<file path="config.mk">
export PLATFORM = sky130hd
export DESIGN_NAME = sine_table_reader
export DESIGN_NICKNAME = d
export VERILOG_FILES = /design/src/rtl/sine_table_reader_pkg.sv /design/src/rtl/sine_table_reader_sat_negate.sv /design/src/rtl/sine_table_reader.sv
export SDC_FILE = /design/constraint.sdc
export NUM_CORES = 1
export LEC_CHECK = 0
export BUFFER_PORTS_ARGS = -buffer_cell sky130_fd_sc_hd__buf_2
export CAP_MARGIN = 20
export CELL_PAD_IN_SITES_DETAIL_PLACEMENT = 1
export CELL_PAD_IN_SITES_GLOBAL_PLACEMENT = 2
export CORE_MARGIN = 3
export CORE_UTILIZATION = 31
export DETAILED_ROUTE_END_ITERATION = 12
export PLACE_DENSITY_LB_ADDON = 0.1
export SLEW_MARGIN = 20
export SYNTH_ARGS = -nofsm -noshare
export SYNTH_HDL_FRONTEND = slang
export SYNTH_HIERARCHICAL = 1
export SYNTH_SLANG_ARGS = --single-unit
</file>
<file path="constraint.sdc">
create_clock -name clk -period 2.1 [get_ports clk]
set_input_delay 0.21 -clock clk [delete_from_list [all_inputs] [get_ports clk]]
set_output_delay 0.21 -clock clk [all_outputs]
set_load 0.05 [all_outputs]
</file>
<file path="src/rtl/sine_table_reader_pkg.sv">
// -----------------------------------------------------------------------------
// sine_table_reader_pkg
//   Shared definitions for the sine ROM client and its neighbours in the FFT
//   datapath:
//     - FSM state encodings for sine_table_reader (plain localparams so that
//       older tools and netlist viewers see stable binary codes)
//     - quarter_offset(): address distance of a quarter period, used to turn
//       a sin lookup into a cos lookup
//     - sat_negate_fn(): saturating two's-complement negate for the default
//       12-bit twiddle word, reusable by the butterfly datapath
// -----------------------------------------------------------------------------
package sine_table_reader_pkg;

  typedef logic [2:0] state_t;

  localparam state_t ST_IDLE      = 3'd0;
  localparam state_t ST_ISSUE_COS = 3'd1;
  localparam state_t ST_WAIT      = 3'd2;
  localparam state_t ST_CAP_COS   = 3'd3;
  localparam state_t ST_OUT       = 3'd4;

  // Width of the twiddle word served by the default ROM.
  localparam int unsigned TW_DATA_WIDTH = 32'd12;

  // N/4 for N = 2^addr_width; cos(x) = sin(x + quarter period).
  function automatic int unsigned quarter_offset(input int unsigned addr_width);
    return 32'd1 << (addr_width - 32'd2);
  endfunction

  // -(-2^(W-1)) has no W-bit representation, so it clamps to the most
  // positive value; every other input is plain two's-complement negation.
  function automatic logic signed [TW_DATA_WIDTH-1:0] sat_negate_fn(
    input logic signed [TW_DATA_WIDTH-1:0] x
  );
    logic signed [TW_DATA_WIDTH-1:0] min_val;
    logic signed [TW_DATA_WIDTH-1:0] max_val;
    min_val = {1'b1, {(TW_DATA_WIDTH-1){1'b0}}};
    max_val = {1'b0, {(TW_DATA_WIDTH-1){1'b1}}};
    if (x == min_val) begin
      return max_val;
    end else begin
      return -x;
    end
  endfunction

endpackage

</file>
<file path="src/rtl/sine_table_reader_sat_negate.sv">
// -----------------------------------------------------------------------------
// sat_negate
//   Combinational saturating negator of configurable width.
//   Ports:
//     din   in  DATA_WIDTH  signed operand
//     dout  out DATA_WIDTH  -din, with -(-2^(DATA_WIDTH-1)) clamped to
//                           2^(DATA_WIDTH-1)-1
// -----------------------------------------------------------------------------
module sat_negate
  import sine_table_reader_pkg::*;
#(
  parameter int DATA_WIDTH = 12
) (
  input  logic signed [DATA_WIDTH-1:0] din,
  output logic signed [DATA_WIDTH-1:0] dout
);

  localparam logic signed [DATA_WIDTH-1:0] MIN_VAL = {1'b1, {(DATA_WIDTH-1){1'b0}}};
  localparam logic signed [DATA_WIDTH-1:0] MAX_VAL = {1'b0, {(DATA_WIDTH-1){1'b1}}};

  // Negate, clamping the single overflowing input.
  always_comb begin
    dout = MAX_VAL;
    if (din == MIN_VAL) begin
      dout = MAX_VAL;
    end else begin
      dout = -din;
    end
  end

endmodule

</file>
<file path="src/rtl/sine_table_reader.sv">
// -----------------------------------------------------------------------------
// sine_table_reader
//   Client of the single-port sine ROM (full period, signed words). For each
//   accepted twiddle index k it reads sin(k) and then sin(k + N/4) = cos(k),
//   and presents {sin, cos} on a valid/ready output. With req_inv set the sin
//   component is negated (saturating) to give the conjugate twiddle.
//
//   Ports:
//     clk          in   system clock, rising edge
//     rst          in   synchronous active-high reset
//     req_valid    in   twiddle request present
//     req_ready    out  request accepted this cycle if req_valid (IDLE only)
//     req_k        in   twiddle index k (sampled at acceptance only)
//     req_inv      in   conjugate request (sampled at acceptance only)
//     rom_addr     out  registered ROM address
//     rom_rd_data  in   ROM read data, ROM_LAT clocks after rom_addr sampled
//     tw_valid     out  twiddle pair valid
//     tw_ready     in   consumer accepts pair
//     tw_sin       out  signed sin(2*pi*k/N), negated if inv
//     tw_cos       out  signed cos(2*pi*k/N)
//
//   Timing, acceptance at edge E0: rom_addr=k after E0, rom_addr=k+N/4 after
//   E1, sin captured at E(1+ROM_LAT), cos captured and tw_valid set at
//   E(2+ROM_LAT). rom_addr is left on the cos address between requests so
//   the ROM address pins do not toggle needlessly.
// -----------------------------------------------------------------------------
module sine_table_reader
  import sine_table_reader_pkg::*;
#(
  parameter int ADDR_WIDTH = 10,
  parameter int DATA_WIDTH = 12,
  parameter int ROM_LAT    = 1
) (
  input  logic                         clk,
  input  logic                         rst,
  input  logic                         req_valid,
  output logic                         req_ready,
  input  logic        [ADDR_WIDTH-1:0] req_k,
  input  logic                         req_inv,
  output logic        [ADDR_WIDTH-1:0] rom_addr,
  input  logic signed [DATA_WIDTH-1:0] rom_rd_data,
  output logic                         tw_valid,
  input  logic                         tw_ready,
  output logic signed [DATA_WIDTH-1:0] tw_sin,
  output logic signed [DATA_WIDTH-1:0] tw_cos
);

  localparam logic [ADDR_WIDTH-1:0] QUARTER  = ADDR_WIDTH'(quarter_offset(ADDR_WIDTH));
  // ROM_LAT is 1..3, so the WAIT counter only ever needs to reach 2.
  localparam logic [1:0]            LAT_LAST = 2'(ROM_LAT - 1);

  state_t                         state;
  logic        [ADDR_WIDTH-1:0]   k_lat;
  logic                           inv_lat;
  logic signed [DATA_WIDTH-1:0]   sin_cap;
  logic        [1:0]              lat_cnt;
  logic signed [DATA_WIDTH-1:0]   sin_neg;

  sat_negate #(
    .DATA_WIDTH (DATA_WIDTH)
  ) u_sat_negate (
    .din  (sin_cap),
    .dout (sin_neg)
  );

  // Request FSM: sequences the two ROM reads and the output handshake.
  always_ff @(posedge clk) begin
    if (rst) begin
      state     <= ST_IDLE;
      req_ready <= 1'b1;
      tw_valid  <= 1'b0;
      rom_addr  <= '0;
      tw_sin    <= '0;
      tw_cos    <= '0;
      k_lat     <= '0;
      inv_lat   <= 1'b0;
      sin_cap   <= '0;
      lat_cnt   <= 2'd0;
    end else begin
      case (state)
        ST_IDLE: begin
          if (req_valid) begin
            k_lat     <= req_k;
            inv_lat   <= req_inv;
            rom_addr  <= req_k;
            req_ready <= 1'b0;
            state     <= ST_ISSUE_COS;
          end else begin
            state <= ST_IDLE;
          end
        end
        ST_ISSUE_COS: begin
          // Sum is ADDR_WIDTH bits wide, so k + N/4 wraps modulo N for free.
          rom_addr <= k_lat + QUARTER;
          lat_cnt  <= 2'd0;
          state    <= ST_WAIT;
        end
        ST_WAIT: begin
          // sin(k) is on rom_rd_data once ROM_LAT-1 extra cycles have passed.
          if (lat_cnt == LAT_LAST) begin
            sin_cap <= rom_rd_data;
            state   <= ST_CAP_COS;
          end else begin
            lat_cnt <= lat_cnt + 2'd1;
          end
        end
        ST_CAP_COS: begin
          tw_cos   <= rom_rd_data;
          tw_sin   <= inv_lat ? sin_neg : sin_cap;
          tw_valid <= 1'b1;
          state    <= ST_OUT;
        end
        ST_OUT: begin
          if (tw_ready) begin
            tw_valid  <= 1'b0;
            req_ready <= 1'b1;
            state     <= ST_IDLE;
          end else begin
            state <= ST_OUT;
          end
        end
        default: begin
          // Unreachable encoding: fall back to a clean idle without output.
          state     <= ST_IDLE;
          req_ready <= 1'b1;
          tw_valid  <= 1'b0;
        end
      endcase
    end
  end

endmodule

</file>
==> run metrics <==
vias 2568; synthesized area per cell about 8.5 um^2; Non-Filler Instances about 520; WHS Endpoint inv_lat$_SDFFE_PP0P_; final wirelength between 7000 and 8000 um; clock net sink count 64; Max Freq between 500 and 600 MHz; Post-Place Cells 500; yosys warns 6; reg-to-reg setup timing slack approximately 0.23 ns; # rows 34; CP startpoint sin_cap[0]$_SDFFE_PP0P_; hold wc startpoint req_inv; CTS tree yes; status completed; #FFs+latches synth 64; HP Class input pin to flop; Root Buffer clkbuf_8; part of the power in registers 0.413; initial antenna violation count 0; relative slew slack 0.5345; chip height ~100 um; total CTS buffers 9; CTS hold repair buffers 0; hold depth 3; Fin. Hold Viols 0; Crit path buffers/inverters 1; Mapped Nets between 300 and 400; Setup Total Neg Slack 0 ns; setup violators final 0; Max VDD drop between 0.2 and 0.3 mV; Worst path slowest cell or3b_1; P_sw around 1000 uW; layout cells sized above 1 0.2721; worst flop-to-flop path endpoint tw_sin[6]$_SDFFE_PP0P_; Max Buffers Root-to-Sink 2; GP Congestion 0.7720; family with the most delay on the worst path compound AO/OA/AOI/OAI gates; # port buffers 62; worst reg-to-reg path cell count 7; post-synthesis sequential area ratio 0.4489; share of flip-flops with an asynchronous set or reset 0; number of DRC markers in iteration 0 90; drt drc 0; combinational share of power 0.224; clk slew on worst S/H paths roughly 0.07 ns; Leakage about 0.0014 uW; commonest non-fill, non-tap cell in the layout nand2_1; post-route clock period utilization 0.8920; # IOs 63; critical path class flop to flop; total core area about 9000 um^2; Min Hold Slack approximately 0.11 ns; worst-margin pin slew just under 0.7 ns; Clock Power Share 0.362; Critical R2R Launch sin_cap[0]$_SDFFE_PP0P_; ant diodes 0; CP arrival ~2.1 ns; Avg WL per Cell roughly 15 um; Power Density roughly 920 nW/um^2; Worst-Skew Late Latency around 0.34 ns; Filler cells ~1100; DR pass1 iterations 4; main flop type after synthesis dfxtp_1; number of global-route vias before repair 2629; first-pass GRT wire length roughly 13000 um; count of unique library cells instantiated by Yosys 48; Die X just over 100 um; synthesis-to-finish area growth 24.95%; Max Clock Skew 0.007949 ns; hpwl dp about 5300 um; die area about 10000 um^2; nets@finish between 400 and 500; switching share of total power 0.3102; RSZ-0062 raised after global routing false; Crit path largest cell delay ~0.45 ns; Post-Syn Area approximately 2900 um^2; CP cell instances inv_1 -> ha_1 -> or3b_1 -> a2111oi_1 -> a21oi_1 -> mux2i_1 -> a211oi_1; Mapped Cells between 300 and 400; H-tree levels 3; Post-synth EDFFs 0; required time of the critical path ~2.3 ns; pins over their slew limit 0; gr ovfl total 0; Pint 2261 uW; largest net degree at the start of global routing 37; most frequent cells in the layout 81 x nand2_1, 64 x dfxtp_1, 62 x buf_2, 43 x a21oi_1, 18 x mux2i_1; CP Max Fanout 6; MaxCap Viol Count 0; Startpoint Class flop; All-Layer GR Usage 0.1589; vias per std cell ~5; Initial Utilization 0.3225; Final ANT Viol Nets 0; crit end category flop; postcts setup bufs 0; fin crit period ~1.9 ns
through the flow:
stage                     total power [uW]    util  cell area (um^2)  setup slack, ns
after global placement                2113  0.3768              3334           0.2521
after global routing                  3476  0.4030              3566        0.0001636
after CTS                             3323  0.4017              3555           0.1747
after floorplan                       1921       -              2854           0.3462
final                                 3278  0.4030              3566           0.2269
after detailed placement              2116  0.3768              3334           0.2093
power groups by stage:
| stage | clock (uW) | combinational (uW) | sequential, uW |
|---|---|---|---|
| 3_5_place_dp | 0 | 734 | 1380 |
| 6_report | 1190 | 735 | 1360 |
| 4_1_cts | 1230 | 738 | 1350 |
| 3_3_place_gp | 0 | 733 | 1380 |
| 5_1_grt | 1290 | 816 | 1370 |
| 2_1_floorplan | 0 | 411 | 1510 |
cell type report:
type	instances	area [um^2]	share of cell area
clock buffers	10	137.6	0.03860
repair buffers	80	470.5	0.1319
flip-flops and latches	64	1281	0.3593
clock inverters	6	82.58	0.02316
inverters	7	26.28	0.007368
multi-input cells	241	1433	0.4018
well taps	108	135.1	0.03789
cells by family after synthesis:
logic type / share of synthesized area
XOR/XNOR: 0.01228
flip-flops: 0.4489
buffers and inverters: 0.05305
AND/OR/NAND/NOR: 0.2516
adder cells (fa/ha/maj): 0.008767
AO/OA/AOI/OAI: 0.1622
multiplexers: 0.06313
synth_stat cells, types with 2 or more instances:
cell type,instances,area (um^2)
nand2b_1,4,25.02
buf_1,2,7.510
a21oi_1,43,215.2
dfxtp_1,64,1281
buf_2,10,50.05
or3b_1,2,17.52
inv_1,7,26.28
xnor2_1,2,17.52
a211oi_1,12,90.09
nor3_1,10,50.05
nand3_2,7,70.07
o32ai_1,2,17.52
nor4_1,2,12.51
nand3_1,3,15.01
a31oi_1,8,50.05
o21ai_0,3,15.01
nor2_1,16,60.06
buf_6,2,22.52
xor2_1,2,17.52
nand2_1,81,304.0
buf_4,3,22.52
ha_1,2,25.02
mux2i_1,18,180.2
clkbuf_1,6,22.52
metal layers:
metal  up-vias  global-route usage  routed length, um  share of wire
li1       1304                   -                  -              -
met1      1203              0.2368               4132           0.54
met2        50              0.2223               3086           0.40
met3        11             0.03276                318          0.042
met4         0             0.06357                110          0.014
met5         -                   0                  0              0
worst reg2reg max path, stage by stage (launching register included):
cell       delay [ns]
dfxtp_1          0.35
inv_1            0.09
ha_1             0.19
or3b_1           0.45
a2111oi_1        0.34
a21oi_1          0.13
mux2i_1          0.14
a211oi_1         0.08
worst max-delay path by stage:
stage	slack, ns	cells after the start	end
2_1_floorplan	0.35	7	tw_sin[8]$_SDFFE_PP0P_
3_3_place_gp	0.25	7	tw_sin[8]$_SDFFE_PP0P_
3_5_place_dp	0.21	7	tw_sin[8]$_SDFFE_PP0P_
4_1_cts	0.17	7	tw_sin[8]$_SDFFE_PP0P_
5_1_grt	0.0002	5	tw_sin[11]$_SDFFE_PP0P_
6_report	0.23	7	tw_sin[6]$_SDFFE_PP0P_
state kept, by name (all words and copies together) (netlist names):
name / cells
lat_cnt: 2
tw_valid: 1
rom_addr: 10
tw_sin: 12
req_ready: 1
k_lat: 10
state: 3
inv_lat: 1
tw_cos: 12
sin_cap: 12
timing repair:
action	CTS	global route
resized for setup	0	3
endpoints found under the hold margin	0	0
setup endpoints to repair	0	4
No activity file was read; power rests on OpenSTA's default activity.
